[config.mk]
export PLATFORM = sky130hd
export DESIGN_NAME = pipeline_hazard_controller
export DESIGN_NICKNAME = d
export VERILOG_FILES = /design/src/rtl/pipeline_hazard_controller_pkg.sv /design/src/rtl/pipeline_hazard_controller_load_use_detect.sv /design/src/rtl/pipeline_hazard_controller.sv
export SDC_FILE = /design/constraint.sdc
export NUM_CORES = 1
export LEC_CHECK = 0
export ABC_AREA = 1
export CORE_MARGIN = 4
export CORE_UTILIZATION = 53
export DETAILED_ROUTE_END_ITERATION = 10
export PLACE_DENSITY = 0.86
export SYNTH_ARGS = -nofsm -noshare
export SYNTH_HDL_FRONTEND = slang
export SYNTH_HIERARCHICAL = 1
export SYNTH_SLANG_ARGS = --single-unit
[constraint.sdc]
create_clock -name clk -period 2.71 [get_ports clk]
set_clock_uncertainty 0.1 [all_clocks]
set_input_delay 0.271 -clock clk [delete_from_list [all_inputs] [get_ports clk]]
set_output_delay 0.271 -clock clk [all_outputs]
set_load 0.05 [all_outputs]
[src/rtl/pipeline_hazard_controller_pkg.sv]
// -----------------------------------------------------------------------------
// pipeline_hazard_controller_pkg
// Shared types and constants for the pipeline hazard controller.
//   hazard_state_t : controller FSM state (RUN, FLUSH, MEM_WAIT)
//   CNT_W          : width of the event counters
//   REG_W          : width of a register-file index
// -----------------------------------------------------------------------------
package pipeline_hazard_controller_pkg;

    localparam int CNT_W = 16;
    localparam int REG_W = 5;

    typedef enum logic [1:0] {
        RUN      = 2'd0,
        FLUSH    = 2'd1,
        MEM_WAIT = 2'd2
    } hazard_state_t;

endpackage

[src/rtl/pipeline_hazard_controller_load_use_detect.sv]
// -----------------------------------------------------------------------------
// load_use_detect
// Purely combinational load-use comparator: flags when the ID-stage
// instruction reads a register that the EX-stage load has not yet produced.
// Ports:
//   ex_valid, ex_dm_rd, ex_rd       : EX-stage instruction (valid, is load, rd)
//   id_rs1, id_rs2                  : ID-stage source registers
//   id_use_rs1, id_use_rs2          : ID-stage instruction actually reads rs1/rs2
//   hazard                          : 1 when ID must wait one cycle for the load
// -----------------------------------------------------------------------------
module load_use_detect
    import pipeline_hazard_controller_pkg::*;
(
    input  logic             ex_valid,
    input  logic             ex_dm_rd,
    input  logic [REG_W-1:0] ex_rd,
    input  logic [REG_W-1:0] id_rs1,
    input  logic [REG_W-1:0] id_rs2,
    input  logic             id_use_rs1,
    input  logic             id_use_rs2,
    output logic             hazard
);

    logic rs1_match;
    logic rs2_match;

    assign rs1_match = id_use_rs1 && (id_rs1 == ex_rd);
    assign rs2_match = id_use_rs2 && (id_rs2 == ex_rd);

    // x0 is hard-wired to zero, so a load targeting it never creates a hazard.
    assign hazard = ex_valid && ex_dm_rd && (ex_rd != '0) && (rs1_match || rs2_match);

endmodule

[src/rtl/pipeline_hazard_controller.sv]
// -----------------------------------------------------------------------------
// pipeline_hazard_controller
// Stage-register enable / flush generation for a 5-stage pipeline, covering
// data-memory wait stalls, taken-branch redirects (with a one-cycle bubble for
// the synchronous instruction memory) and load-use stalls.
// Event priority: memory wait > branch redirect > load-use.
// Ports:
//   clk, rst                         : clock, asynchronous active-high reset
//   nextPcSrc, exValid               : EX-stage redirect decision and validity
//   exDmRd, exRd                     : EX-stage load flag and destination
//   idRs1, idRs2, idUseRs1, idUseRs2 : ID-stage source operands
//   dmReq, dmReady                   : MEM-stage data-memory handshake
//   pcWrite, ifIdWrite, idExWrite,
//   exMemWrite                       : stage-register enables
//   ifIdFlush, idExFlush             : bubble insertion into IF/ID, ID/EX
//   branchTakenCnt, stallCnt         : wrapping event counters
// All control outputs are combinational from state and inputs.
// -----------------------------------------------------------------------------
module pipeline_hazard_controller
    import pipeline_hazard_controller_pkg::*;
(
    input  logic             clk,
    input  logic             rst,
    input  logic             nextPcSrc,
    input  logic             exValid,
    input  logic             exDmRd,
    input  logic [REG_W-1:0] exRd,
    input  logic [REG_W-1:0] idRs1,
    input  logic [REG_W-1:0] idRs2,
    input  logic             idUseRs1,
    input  logic             idUseRs2,
    input  logic             dmReq,
    input  logic             dmReady,
    output logic             pcWrite,
    output logic             ifIdWrite,
    output logic             idExWrite,
    output logic             exMemWrite,
    output logic             ifIdFlush,
    output logic             idExFlush,
    output logic [CNT_W-1:0] branchTakenCnt,
    output logic [CNT_W-1:0] stallCnt
);

    hazard_state_t    state;
    hazard_state_t    state_next;
    logic [CNT_W-1:0] taken_cnt_q;
    logic [CNT_W-1:0] stall_cnt_q;

    logic load_use;
    logic mem_wait;
    logic redirect;
    logic stall_inc;
    logic taken_inc;

    load_use_detect u_load_use_detect (
        .ex_valid   (exValid),
        .ex_dm_rd   (exDmRd),
        .ex_rd      (exRd),
        .id_rs1     (idRs1),
        .id_rs2     (idRs2),
        .id_use_rs1 (idUseRs1),
        .id_use_rs2 (idUseRs2),
        .hazard     (load_use)
    );

    // Once waiting, only dmReady releases the stall; outside MEM_WAIT a new
    // wait needs an outstanding request.
    assign mem_wait = (state == MEM_WAIT) ? !dmReady : (dmReq && !dmReady);

    // The FLUSH cycle ignores nextPcSrc: the EX instruction is the bubble
    // already inserted by the previous redirect.
    assign redirect = (state != FLUSH) && nextPcSrc && exValid && !mem_wait;

    // NOTE: every signal gets a default at the top of the block so no path
    // leaves one unassigned, which would otherwise infer a latch.
    always_comb begin
        pcWrite    = 1'b1;
        ifIdWrite  = 1'b1;
        idExWrite  = 1'b1;
        exMemWrite = 1'b1;
        ifIdFlush  = 1'b0;
        idExFlush  = 1'b0;
        state_next = RUN;
        stall_inc  = 1'b0;
        taken_inc  = 1'b0;

        if (rst) begin
            // Freeze every stage and fill IF/ID and ID/EX with bubbles.
            pcWrite    = 1'b0;
            ifIdWrite  = 1'b0;
            idExWrite  = 1'b0;
            exMemWrite = 1'b0;
            ifIdFlush  = 1'b1;
            idExFlush  = 1'b1;
        end else if (mem_wait) begin
            pcWrite    = 1'b0;
            ifIdWrite  = 1'b0;
            idExWrite  = 1'b0;
            exMemWrite = 1'b0;
            state_next = MEM_WAIT;
            stall_inc  = 1'b1;
        end else if (redirect) begin
            ifIdFlush  = 1'b1;
            idExFlush  = 1'b1;
            state_next = FLUSH;
            taken_inc  = 1'b1;
        end else begin
            // The cycle after a redirect fetches from the new PC, but the
            // synchronous instruction memory has not delivered it yet.
            ifIdFlush = (state == FLUSH);
            if (load_use) begin
                pcWrite   = 1'b0;
                ifIdWrite = 1'b0;
                idExFlush = 1'b1;
                stall_inc = 1'b1;
            end
        end
    end

    // NOTE: sequential state uses non-blocking assignments so every register
    // samples the pre-edge values, independent of statement order.
    always_ff @(posedge clk or posedge rst) begin
        if (rst) begin
            state       <= RUN;
            taken_cnt_q <= '0;
            stall_cnt_q <= '0;
        end else begin
            state <= state_next;
            if (taken_inc) taken_cnt_q <= taken_cnt_q + CNT_W'(1);
            if (stall_inc) stall_cnt_q <= stall_cnt_q + CNT_W'(1);
        end
    end

    assign branchTakenCnt = taken_cnt_q;
    assign stallCnt       = stall_cnt_q;

endmodule

### After elaboration in Yosys (flattened, before gate mapping)

Cells that the tools add are included.

* output and inout port bits: 38
* input port bits: 24
* register bits: 34
* logic and storage cells: 46

* muxes and demuxes: 23
* equal/unequal tests: 5
* add/sub/neg operators: 2
* reductions and logical operators: 13

Operator list (count)
* 16-bit by 1-bit adder with 16-bit output (second input constant): 2
* 1-bit two-way mux: 21
* 5-bit == test: 2
* 1-bit logical AND: 9
* 5-bit nonzero test: 1
* 2-bit two-way mux: 2
* 2-bit by 1-bit == test with 1-bit output (second input constant): 1
* 2-bit == test (second input constant): 1
* 1-bit logical NOT: 2
* 2-bit by 1-bit != test with 1-bit output (second input constant): 1
* 1-bit logical OR: 1

### Depth between registers and ports, before layout

Gate-level depths: netlist (run 1).

* depth in word-level cells: 8
* gate-level depth with buffers: 13
* depth with buffers taken out: 12

### By module

The synthesis (run 1) kept the hierarchy.

Modules (own cells, without submodules)
* pipeline_hazard_controller: cells an instance 289, area each 2102.0 µm², times used 1
* load_use_detect: cells an instance 56, area each 220.2 µm², times used 1

### Worst setup path after synthesis (run 1)

OpenSTA, ideal clock, no wires.

* path kind: input to output
* from: in exRd[4]
* to: out pcWrite
* required time: 2339 ps
* data arrival time: 1912 ps
* buffers on the path: 2
* path slack: 427 ps
* cell stages on the path: 9
* path through: nor3_1 -> nand3_1 -> nand3_1 -> a21oi_1 -> nand2_1 -> nand2_1 -> buf_4 -> nor2_1 -> buf_4

* longest elaborated chain between the ends: 8

RTL lines
* from (decl): line pipeline_hazard_controller.sv:27 `input logic [REG_W-1:0] exRd,`
* 5-bit == test, on equally long branches: line pipeline_hazard_controller_load_use_detect.sv:27, pipeline_hazard_controller_load_use_detect.sv:28
* 1-bit logical AND, on equally long branches: line pipeline_hazard_controller_load_use_detect.sv:27, pipeline_hazard_controller_load_use_detect.sv:28
* 1-bit logical OR: line pipeline_hazard_controller_load_use_detect.sv:31 `assign hazard = ex_valid && ex_dm_rd && (ex_rd != '0) && (rs1_match || rs2_match);`
* 1-bit logical AND (*): line pipeline_hazard_controller_load_use_detect.sv:31
* named net load_use: line pipeline_hazard_controller.sv:49 `logic load_use;`
* 1-bit two-way mux (*) (4 in series)
* to (decl): line pipeline_hazard_controller.sv:34 `output logic pcWrite,`

Mark *: on every way through the listed nets, which the timed path passes. The rest lies on a longest branch.

### Final worst setup path (run 1)

* from: in exRd[3]
* to: out pcWrite

* longest elaborated chain between the ends: 8

RTL lines
* 5-bit == test, on equally long branches: line pipeline_hazard_controller_load_use_detect.sv:27, pipeline_hazard_controller_load_use_detect.sv:28
* 1-bit logical AND, on equally long branches: line pipeline_hazard_controller_load_use_detect.sv:27, pipeline_hazard_controller_load_use_detect.sv:28
* 1-bit logical OR: line pipeline_hazard_controller_load_use_detect.sv:31
* 1-bit logical AND (*): line pipeline_hazard_controller_load_use_detect.sv:31
* named net load_use: line pipeline_hazard_controller.sv:49
* 1-bit two-way mux (*): line pipeline_hazard_controller.sv:111 `if (load_use) begin`
* 1-bit two-way mux (*): line pipeline_hazard_controller.sv:102 `end else if (redirect) begin`
* 1-bit two-way mux (*): line pipeline_hazard_controller.sv:95 `end else if (mem_wait) begin`
* 1-bit two-way mux (*): line pipeline_hazard_controller.sv:87 `if (rst) begin`

Marked as above.

==> results.rst, run 1 <==
.. list-table::
   :header-rows: 1

   * - Metric
     - Value
   * - Post-synth EDFFs
     - 0
   * - Worst Hold Class
     - in -> async
   * - Finished layout cell area
     - 0.00306 mm2
   * - Die outline width
     - 74.2 um
   * - Prevailing post-synth register cell
     - sky130_fd_sc_hd__dfrtp_1
   * - Depth of the most critical reg-to-reg path
     - 8
   * - Worst reg2reg setup slack
     - about 1100 ps
   * - Syn nets
     - 371
   * - Fraction of synthesized cell area taken by the top area cell type
     - 0.366
   * - Post-layout minimum cycle time
     - around 2400 ps
   * - Detailed Route WL
     - just under 6000 um
   * - Most frequent cell on the critical path
     - sky130_fd_sc_hd__nand2_1
   * - Final clock period utilization by the worst path
     - 0.874
   * - Number of instances in the synthesized netlist
     - 345
   * - Final cell utilization of the core
     - 0.744
   * - Cell family with the largest share of critical-path delay
     - buffers and inverters
   * - Post-CTS setup buffer count
     - 0
   * - Post-synthesis compound-gate area fraction
     - 0.0480
   * - Highest net fanout along the worst path
     - 10
   * - Yosys warnings
     - 6
   * - Vert. Die Dim
     - 74.2 um
   * - Final max-slew violation count
     - 0
   * - Half-perimeter wire length after placement
     - approximately 4500 um
   * - Global routing usage summed across all routing layers
     - 0.224
   * - Initial Util
     - 0.564
   * - Layout cell share with drive strength beyond 1
     - 0.112
   * - Yosys reg bits
     - 34
   * - Gates resized, CTS repair
     - 0
   * - Average wire per cell in the routed design
     - 12.6 um
   * - Global-route wire length before repair
     - 9650 um
   * - Kind of critical path
     - in -> out
   * - Vias post-DR
     - about 2,300
   * - Fill count
     - 335
   * - Combinational family with the most area after synthesis
     - simple AND/OR/NAND/NOR gates
   * - Post-synthesis instance area
     - 0.00232 mm2
   * - Gp weighted congestion
     - between 0.8 and 0.9
   * - Setup repair after global routing missed its margin
     - no
   * - Transition time at the pin with the least slew margin
     - a little over 500 ps
   * - Leakage
     - ~1.4 nW
   * - Number of clock sinks
     - 34
   * - Total Nets Final
     - 435
   * - IO Port Bufs
     - 61
   * - Antenna violations before repair
     - 0
   * - Worst path buffer plus inverter count
     - 4
   * - Post-route setup TNS
     - 0 ps
   * - DIE AREA
     - 0.00550 mm2
   * - Post-Synth XOR/XNOR Area
     - 0.0528
   * - Most repeated cell in the gate-level netlist after synthesis
     - sky130_fd_sc_hd__nand2_1
   * - Clk Latency, worst-skew pair
     - roughly 290 ps
   * - Slew HR
     - 0.653
   * - Adder-cell area share of the yosys netlist
     - 0.0108
   * - Syn-to-layout area delta
     - 31.8%
   * - Number of CTS-inserted buffers
     - 5
   * - Final count of negative-setup-slack endpoints
     - 0
   * - Initial detailed-routing violation count
     - 127
   * - Pin count of the biggest net entering global routing
     - 33
   * - Largest cells by area after synthesis
     - sky130_fd_sc_hd__dfrtp_1 (37%), sky130_fd_sc_hd__nand2_1 (21%), sky130_fd_sc_hd__inv_1 (6.1%)
   * - Library cells used by synthesis
     - 25
   * - Required time at the endpoint of the critical path
     - 2340 ps
   * - Clock transition time at the flip-flop clock pins of the worst setup and hold paths
     - 70 ps
   * - Critical Path Start Type
     - input port
   * - Ranking of synthesized cells by instance count
     - sky130_fd_sc_hd__nand2_1 (133), sky130_fd_sc_hd__inv_1 (38), sky130_fd_sc_hd__dfrtp_1 (34)
   * - Buffer depth of the longest clock path
     - 2
   * - Crit path DAT
     - around 2000 ps
   * - DRT antenna net count
     - 0
   * - Residual DRC count
     - 0
   * - Count of final hold-check violations
     - 0
   * - Number of core rows
     - 23
   * - Cell with the biggest individual delay on the critical path
     - sky130_fd_sc_hd__clkdlybuf4s50_1
   * - Via count of the first global-routing pass
     - 2,201
   * - Antenna diode instance count
     - 0
   * - H-tree depth
     - 2
   * - Number of top-level design ports
     - 62
   * - Share of async-settable or async-resettable flops after synthesis
     - 1.00
   * - DP Area
     - about 0.0030 mm2
   * - Number of buffers inserted for hold repair after clock tree synthesis
     - 0
   * - Max_cap viols
     - 0
   * - Power density over cell area
     - 701 mW/mm2
   * - Multiplexer share of the synthesized area
     - 0
   * - Capture instance of the worst register-to-register path
     - stallCnt[12]$_DFFE_PP0P_
   * - Post-synth top area cell
     - sky130_fd_sc_hd__dfrtp_1
   * - Seq/Total Area, Yosys
     - 0.366
   * - Result of the run
     - completed
   * - Post-synthesis simple-gate area fraction
     - 0.416
   * - Startpoint of the worst register-to-register path
     - stallCnt[0]$_DFFE_PP0P_
   * - Max rail drop VDD
     - 0.674 mV
   * - Master cell of the clock root buffer
     - sky130_fd_sc_hd__clkbuf_8
   * - List of cells traversed by the critical path
     - clkdlybuf4s50_1 -> inv_2 -> nand2_1 -> nand2_1 -> nor2_1 -> nand3_1 -> a21oi_1 -> nand2_1 -> nand2_1 -> buf_4 -> nor2_1 -> buf_4
   * - Worst stage delay on the critical path
     - between 500 and 600 ps
   * - TritonCTS clock tree
     - built
   * - Core area
     - between 0.004 and 0.005 mm2
   * - Pre-Repair DR Iteration Count
     - 4
   * - Endpoint class of the critical path
     - output port
   * - Via density
     - 5.01
   * - Total overflow reported by the global router
     - 0
   * - Average cell area after synthesis
     - 6.73 um2
   * - Fmax
     - about 420 MHz
[report_power, final]
part	total, mW	switching, mW	internal (mW)
Combinational	0.916	0.596	0.320
Clock	0.467	0.197	0.271
Sequential	0.762	0.162	0.601
Total	2.15	0.954	1.19
[logic make-up (layout without fill, tap and decap cells)]
| logic type | Yosys count | count (layout) |
|---|---|---|
| adder cells (fa/ha/maj) | 2 | 2 |
| AO/OA/AOI/OAI | 21 | 21 |
| XOR/XNOR | 14 | 14 |
| buffers and inverters | 56 | 121 |
| AND/OR/NAND/NOR | 218 | 218 |
| flip-flops | 34 | 34 |
[registers in the layout, indices dropped and copies added, names as in the netlist]
name,flops
branchTakenCnt,16
state,2
stallCnt,16
[final cells by class]
class | count | area, um2 | share of cell area
Clock inverter | 3 | 40.0 | 0.0131
Multi-Input combinational cell | 255 | 1230 | 0.400
Sequential cell | 34 | 851 | 0.278
Clock buffer | 5 | 68.8 | 0.0225
Timing Repair Buffer | 65 | 633 | 0.207
Tap cell | 50 | 62.6 | 0.0204
Inverter | 48 | 180 | 0.0588
[worst max path at each step]
stage	startpoint	end	slack (ps)	cells after the start
after floorplan	exRd[4]	pcWrite	430	9
after global placement	exRd[2]	pcWrite	410	12
after detailed placement	exRd[3]	stallCnt[7]$_DFFE_PP0P_	330	13
after CTS	exRd[3]	pcWrite	360	12
after global routing	exRd[3]	pcWrite	230	12
final	exRd[3]	pcWrite	340	12
[metrics by stage]
| stage | instances | setup WS, ps | hold WS (ps) | total power [mW] |
|---|---|---|---|---|
| 2_1_floorplan | 345 | 427 | 316 | 1.37 |
| 6_report | 460 | 343 | 332 | 2.15 |
| 3_3_place_gp | 452 | 409 | 377 | 1.66 |
| 4_1_cts | 460 | 360 | 333 | 2.16 |
| 5_1_grt | 460 | 232 | 351 | 2.26 |
| 3_5_place_dp | 452 | 331 | 419 | 1.69 |
[per-layer routing]
layer,share of wire,wire [um],vias up,track usage
met5,0,0,-,0
li1,-,-,1192,-
met2,0.48,2760,55,0.399
met4,0.011,66,0,0.0543
met1,0.44,2560,1053,0.277
met3,0.067,386,6,0.0446
[layout by cell type, fill, tap and decap left out, drive strengths merged]
cell,synthesis,final
a21oi,2,2
buf,8,7
bufinv,0,1
clkbuf,0,5
clkdlybuf4s50,0,58
clkinv,1,3
dfrtp,34,34
ha,2,2
inv,47,47
nand2,141,141
nand3,23,23
nand3b,3,3
nand4,8,8
nor2,42,42
nor3,1,1
o21ai,18,18
o31ai,1,1
xnor2,8,8
xor2,6,6
[worst register-to-register path, stage by stage (launching register included)]
cell                      delay [ps]
sky130_fd_sc_hd__dfrtp_1         470
sky130_fd_sc_hd__ha_1            230
sky130_fd_sc_hd__inv_1            70
sky130_fd_sc_hd__nor2_2          160
sky130_fd_sc_hd__nand3_1         150
sky130_fd_sc_hd__nor2_1          170
sky130_fd_sc_hd__nand2_1          70
sky130_fd_sc_hd__nand2_1          60
sky130_fd_sc_hd__nand2_1          50
(Power assumes the default switching activity.)
==> run 2, diff against run 1 <==
--- a/config.mk
+++ b/config.mk
@@ -10,6 +10,7 @@
 export CORE_UTILIZATION = 53
 export DETAILED_ROUTE_END_ITERATION = 10
 export PLACE_DENSITY = 0.86
+export RECOVER_POWER = 25
 export SYNTH_ARGS = -nofsm -noshare
 export SYNTH_HDL_FRONTEND = slang
 export SYNTH_HIERARCHICAL = 1
==> run 2 against run 1 <==
Effect of this change: sequential power about the same; largest power group unchanged; first-iteration DRC count is 19% lower; register-to-register slack got worse by 200 ps; cell area fell by 0.45%; clock power about the same; flip-flop and latch count unchanged; wire length grew 0.29%; core utilization down 0.33 points; power down 0.13%; non-clock buffer count stayed put; via count barely moved; combinational power barely moved.
==> results.rst, run 2 (synthesis results as in run 1) <==
.. list-table::
   :header-rows: 1

   * - Metric
     - Value
   * - Fmax
     - 423 MHz
   * - Residual DRC count
     - 0
   * - Antenna violations before repair
     - 0
   * - Pin count of the biggest net entering global routing
     - 33
   * - Power share of the combinational group
     - 0.426
   * - Cell family with the largest share of critical-path delay
     - buffers and inverters
   * - Count of final hold-check violations
     - 0
   * - Transition time at the pin with the least slew margin
     - 819 ps
   * - Via density
     - around 5
   * - Detailed Route WL
     - 5800 um
   * - Most frequent cells in the layout
     - sky130_fd_sc_hd__nand2_1 (133), sky130_fd_sc_hd__clkdlybuf4s50_1 (57), sky130_fd_sc_hd__inv_1 (39)
   * - Half-perimeter wire length after placement
     - 4460 um
   * - Setup repair after global routing missed its margin
     - no
   * - Slew HR
     - 0.454
   * - Kind of critical path
     - in -> out
   * - Pre-Repair DR Iteration Count
     - 4
   * - Total overflow reported by the global router
     - 0
   * - Most frequent standard cell in the layout excluding fill and tap cells
     - sky130_fd_sc_hd__nand2_1
   * - Critical Path Start Type
     - input port
   * - Max_cap viols
     - 0
   * - Gates resized, CTS repair
     - 0
   * - Setup WS post-layout
     - 344 ps
   * - Initial detailed-routing violation count
     - 103
   * - Clk network pwr share
     - 0.218
   * - Number of CTS-inserted buffers
     - 5
   * - Topmost layer with routed signal wires
     - met4
   * - Master cell of the clock root buffer
     - sky130_fd_sc_hd__clkbuf_8
   * - Endpoint class of the critical path
     - output port
   * - Number of core rows
     - 23
   * - DRT antenna net count
     - 0
   * - Average wire per cell in the routed design
     - 12.6 um
   * - Initial Util
     - 0.564
   * - Power density over cell area
     - approximately 700 mW/mm2
   * - Post-CTS setup buffer count
     - 0
   * - Final clock period utilization by the worst path
     - 0.873
   * - Post-layout minimum cycle time
     - 2370 ps
   * - Result of the run
     - completed
   * - Number of buffers inserted for hold repair after clock tree synthesis
     - 0
   * - Max rail drop VDD
     - a little under 0.7 mV
   * - Met2 Routed Length
     - 2770 um
   * - Vias post-DR
     - 2,307
   * - Cell with the biggest individual delay on the critical path
     - sky130_fd_sc_hd__clkdlybuf4s50_1
   * - Post-route setup TNS
     - 0 ps
   * - Layout cell share with drive strength beyond 1
     - 0.105
   * - Sw power
     - 0.953 mW
   * - Worst stage delay on the critical path
     - 520 ps
   * - Vert. Die Dim
     - between 70 and 80 um
   * - Syn-to-layout area delta
     - 31.2%
   * - Die outline width
     - 74.2 um
   * - Gp weighted congestion
     - about 0.83
   * - DIE AREA
     - about 0.0055 mm2
   * - Via count of the first global-routing pass
     - 2,201
   * - Worst Hold Class
     - reg -> reg
   * - Leakage
     - 1.41 nW
   * - List of cells traversed by the critical path
     - clkdlybuf4s50_1 -> inv_2 -> nand2_1 -> nand2_1 -> nor2_1 -> nand3_1 -> a21oi_1 -> nand2_1 -> nand2_1 -> buf_4 -> nor2_1 -> buf_4
   * - Share of power burned in registers
     - 0.356
   * - Crit path DAT
     - 1990 ps
   * - Total Nets Final
     - 435
   * - Worst path buffer plus inverter count
     - 4
   * - Global-route wire length before repair
     - 9650 um
   * - TritonCTS clock tree
     - built
   * - Metal1 wirelength
     - 2560 um
   * - Final count of negative-setup-slack endpoints
     - 0
   * - Clock transition time at the flip-flop clock pins of the worst setup and hold paths
     - 70 ps
   * - H-tree depth
     - 2
   * - Required time at the endpoint of the critical path
     - about 2300 ps
   * - Detailed-routed wire length on met3
     - 401 um
   * - Core area
     - slightly above 0.004 mm2
   * - Highest net fanout along the worst path
     - 10
   * - Number of top-level design ports
     - just over 60
   * - Buffer depth of the longest clock path
     - 2
   * - Switching Fraction
     - 0.445
   * - Clk Latency, worst-skew pair
     - 290 ps
   * - Antenna diode instance count
     - 0
   * - Placement Setup Slack
     - 331 ps
   * - Number of clock sinks
     - 34
   * - Global routing usage summed across all routing layers
     - 0.224
   * - Most frequent cell on the critical path
     - sky130_fd_sc_hd__nand2_1
   * - Internal power contribution
     - 1.19 mW
   * - Final max-slew violation count
     - 0
   * - IO Port Bufs
     - between 60 and 70
run 2: final timing paths:
kind,start,to,slack (ps),cells past startpoint
max,exRd[3],pcWrite,340,12
min,stallCnt[15]$_DFFE_PP0P_,stallCnt[15]$_DFFE_PP0P_,440,2
max reg2reg,state[0]$_DFF_PP0_,branchTakenCnt[0]$_DFFE_PP0P_,890,7
min reg2reg,stallCnt[15]$_DFFE_PP0P_,stallCnt[15]$_DFFE_PP0P_,440,2
max in group asynchronous,rst,stallCnt[0]$_DFFE_PP0P_,950,4
min in group asynchronous,rst,stallCnt[12]$_DFFE_PP0P_,510,3
run 2: worst reg2reg max path, stage by stage (launching register included):
cell and delay (ps):
sky130_fd_sc_hd__dfrtp_1 390, sky130_fd_sc_hd__nand2_1 90, sky130_fd_sc_hd__nand2_1 80, sky130_fd_sc_hd__inv_2 70, sky130_fd_sc_hd__nand2_2 40, sky130_fd_sc_hd__nor2_1 470
sky130_fd_sc_hd__buf_4 310, sky130_fd_sc_hd__xor2_1 190
run 2: cell type report:
type | instances | area (um2)
flip-flops and latches | 34 | 851
repair buffers | 65 | 627
inverters | 48 | 180
clock buffers | 5 | 68.8
multi-input cells | 255 | 1220
fillers | 340 | 1070
well taps | 50 | 62.6
clock inverters | 3 | 40.0
run 2: power by group through the flow:
| stage | logic (mW) | clock network [mW] | registers (mW) |
|---|---|---|---|
| floorplan | 0.307 | 0 | 1.07 |
| global placement | 0.902 | 0 | 0.762 |
| detailed placement | 0.923 | 0 | 0.772 |
| CTS | 0.926 | 0.473 | 0.763 |
| global route | 0.982 | 0.496 | 0.782 |
| finish | 0.913 | 0.466 | 0.763 |
run 2: per-stage QoR:
step	hold slack [ps]	power [mW]	instances	utilization	cell area [um2]
2_1_floorplan	316	1.37	345	-	2320
3_3_place_gp	377	1.66	452	0.718	2950
3_5_place_dp	419	1.69	452	0.718	2950
4_1_cts	333	2.16	460	0.744	3060
5_1_grt	467	2.26	460	0.741	3050
6_report	437	2.14	460	0.741	3050
run 2: per-layer routing:
metal / vias up / track usage
met3: 6 / 0.0446
met1: 1050 / 0.277
met5: - / 0
met2: 58 / 0.399
met4: 0 / 0.0543
li1: 1193 / -
==> run 3, diff against run 2 <==
==> constraint.sdc (replaced) <==
create_clock -name clk -period 2.71 [get_ports clk]
set_clock_uncertainty 0.1 [all_clocks]
set_input_delay 0.271 -clock clk [delete_from_list [all_inputs] [get_ports clk]]
set_output_delay 0.271 -clock clk [all_outputs]
set_load 0.02 [all_outputs]
==> run 3 against run 2 <==
Effect of this change: maximum frequency decreased by 5.7%; worst hold slack got worse by 28 ps; combinational power decreased by 26%; sequential share of layout area about the same; count of clock-buffer cells in the layout increased by 1; flip-flop and latch count unchanged; via count increased by 0.13%; highest routed layer unchanged.
==> results.rst, run 3 (synthesis results as in run 1) <==
.. list-table::
   :header-rows: 1

   * - Metric
     - Value
   * - Syn-to-layout area delta
     - 31.5%
   * - Fill count
     - 338
   * - IO Port Bufs
     - 61
   * - Worst Hold Class
     - reg -> reg
   * - Fmax
     - 399 MHz
   * - Initial detailed-routing violation count
     - 137
   * - Kind of critical path
     - in -> out
   * - Crit path DAT
     - around 2100 ps
   * - Max_cap viols
     - 0
   * - Transition time at the pin with the least slew margin
     - 462 ps
   * - Antenna diode instance count
     - 0
   * - Post-CTS setup buffer count
     - 0
   * - Via density
     - 5.02
   * - Pwr Total
     - 1.83 mW
   * - Result of the run
     - completed
   * - Layout cell share with drive strength beyond 1
     - 0.100
   * - Final max-slew violation count
     - 0
   * - Number of core rows
     - 23
   * - Final count of negative-setup-slack endpoints
     - 0
   * - Average wire per cell in the routed design
     - around 12 um
   * - Most frequent standard cell in the layout excluding fill and tap cells
     - sky130_fd_sc_hd__nand2_1
   * - Endpoint class of the critical path
     - output port
   * - Required time at the endpoint of the critical path
     - between 2000 and 2500 ps
   * - Clk Latency, worst-skew pair
     - 290 ps
   * - Via count of the first global-routing pass
     - approximately 2,200
   * - Buffer depth of the longest clock path
     - 2
   * - Antenna violations before repair
     - 0
   * - H-tree depth
     - 2
   * - Final clock period utilization by the worst path
     - 0.925
   * - Half-perimeter wire length after placement
     - 4170 um
   * - Number of top-level design ports
     - 62
   * - DRT antenna net count
     - 0
   * - Global-route wire length before repair
     - about 9100 um
   * - Power density over cell area
     - approximately 600 mW/mm2
   * - Vias post-DR
     - 2,310
   * - Total Nets Final
     - approximately 440
   * - Highest net fanout along the worst path
     - 4
   * - Max rail drop VDD
     - 0.706 mV
   * - Die outline width
     - 74.2 um
   * - Post-route setup TNS
     - 0 ps
   * - Pin count of the biggest net entering global routing
     - 38
   * - Slew HR
     - 0.692
   * - Total overflow reported by the global router
     - 0
   * - Master cell of the clock root buffer
     - sky130_fd_sc_hd__clkbuf_8
   * - Core area
     - 0.00412 mm2
   * - Detailed Route WL
     - 5530 um
   * - Clock transition time at the flip-flop clock pins of the worst setup and hold paths
     - 70 ps
   * - Number of clock sinks
     - 34
   * - Critical Path Start Type
     - input port
   * - Number of CTS-inserted buffers
     - 5
   * - Residual DRC count
     - 0
   * - Leakage
     - 1.40 nW
   * - Setup repair after global routing missed its margin
     - no
   * - TritonCTS clock tree
     - built
   * - Post-layout minimum cycle time
     - 2510 ps
   * - Vert. Die Dim
     - 74.2 um
   * - Pre-Repair DR Iteration Count
     - 4
   * - Initial Util
     - 0.564
   * - Global routing usage summed across all routing layers
     - 0.209
   * - Gp weighted congestion
     - 0.829
   * - Gates resized, CTS repair
     - 0
   * - DIE AREA
     - 0.00550 mm2
   * - Count of final hold-check violations
     - 0
   * - Number of buffers inserted for hold repair after clock tree synthesis
     - 0
   * - Most frequent cells in the layout
     - sky130_fd_sc_hd__nand2_1 (134), sky130_fd_sc_hd__clkdlybuf4s50_1 (60), sky130_fd_sc_hd__inv_1 (39)
==> run 3: cell count changes in the layout (fill, tap and decap cells not counted), sizes merged <==
cell	delta
clkbuf	-1
clkinvlp	+1
clkinv	-1
bufinv	-1
buf	-1
clkdlybuf4s50	+3
==> run 3: power by group <==
group / leakage, nW / total (mW) / internal (mW) / switching (mW)
Clock: 0.0472 / 0.393 / 0.204 / 0.189
Sequential: 0.446 / 0.756 / 0.601 / 0.156
Combinational: 0.906 / 0.678 / 0.322 / 0.357
Total: 1.40 / 1.83 / 1.13 / 0.701
==> run 3: worst max-delay path, stage by stage <==
cell	delay, ps
sky130_fd_sc_hd__clkdlybuf4s50_1	550
sky130_fd_sc_hd__inv_2	60
sky130_fd_sc_hd__nand2_2	50
sky130_fd_sc_hd__nand2_1	50
sky130_fd_sc_hd__nor2_1	110
sky130_fd_sc_hd__nand3_1	70
sky130_fd_sc_hd__a21oi_1	200
sky130_fd_sc_hd__nand2_1	80
sky130_fd_sc_hd__nand2_1	110
sky130_fd_sc_hd__nor2_1	70
sky130_fd_sc_hd__clkdlybuf4s50_1	530
==> run 3: worst paths after layout <==
path	start	end	slack (ps)	depth (start not counted)
worst max-delay path	exRd[4]	pcWrite	200	11
worst min-delay path	stallCnt[15]$_DFFE_PP0P_	stallCnt[15]$_DFFE_PP0P_	410	2
worst max register to register	state[0]$_DFF_PP0_	stallCnt[4]$_DFFE_PP0P_	1080	9
worst min register to register	stallCnt[15]$_DFFE_PP0P_	stallCnt[15]$_DFFE_PP0P_	410	2
max in group asynchronous	rst	stallCnt[3]$_DFFE_PP0P_	1620	3
min in group asynchronous	rst	stallCnt[12]$_DFFE_PP0P_	570	3
==> run 3: routing by layer <==
metal | global-route usage | up-vias | wire, um | share of wire
li1 | - | 1189 | - | -
met1 | 0.273 | 1035 | 2480 | 0.45
met2 | 0.346 | 77 | 2530 | 0.46
met3 | 0.0446 | 9 | 451 | 0.082
met4 | 0.0704 | 0 | 68 | 0.012
met5 | 0 | - | 0 | 0
==> run 3: metrics by stage <==
stage | instances | hold slack [ps] | utilization | instance area (um2) | setup slack (ps)
after floorplan | 345 | 316 | - | 2320 | 906
after global routing | 460 | 451 | 0.742 | 3050 | 36.2
after CTS | 460 | 416 | 0.742 | 3060 | 201
final | 460 | 409 | 0.742 | 3050 | 202
after global placement | 452 | 377 | 0.719 | 2960 | 251
after detailed placement | 452 | 399 | 0.719 | 2960 | 205
==> run 3: cell type report <==
type | count | area [um2] | share of cell area
tap | 50 | 62.6 | 0.0205
inverter | 48 | 180 | 0.0590
multi-input combinational | 255 | 1220 | 0.401
clock inverter | 2 | 12.5 | 0.00410
sequential | 34 | 851 | 0.279
clock buffer | 6 | 82.6 | 0.0270
timing repair buffer | 65 | 641 | 0.210
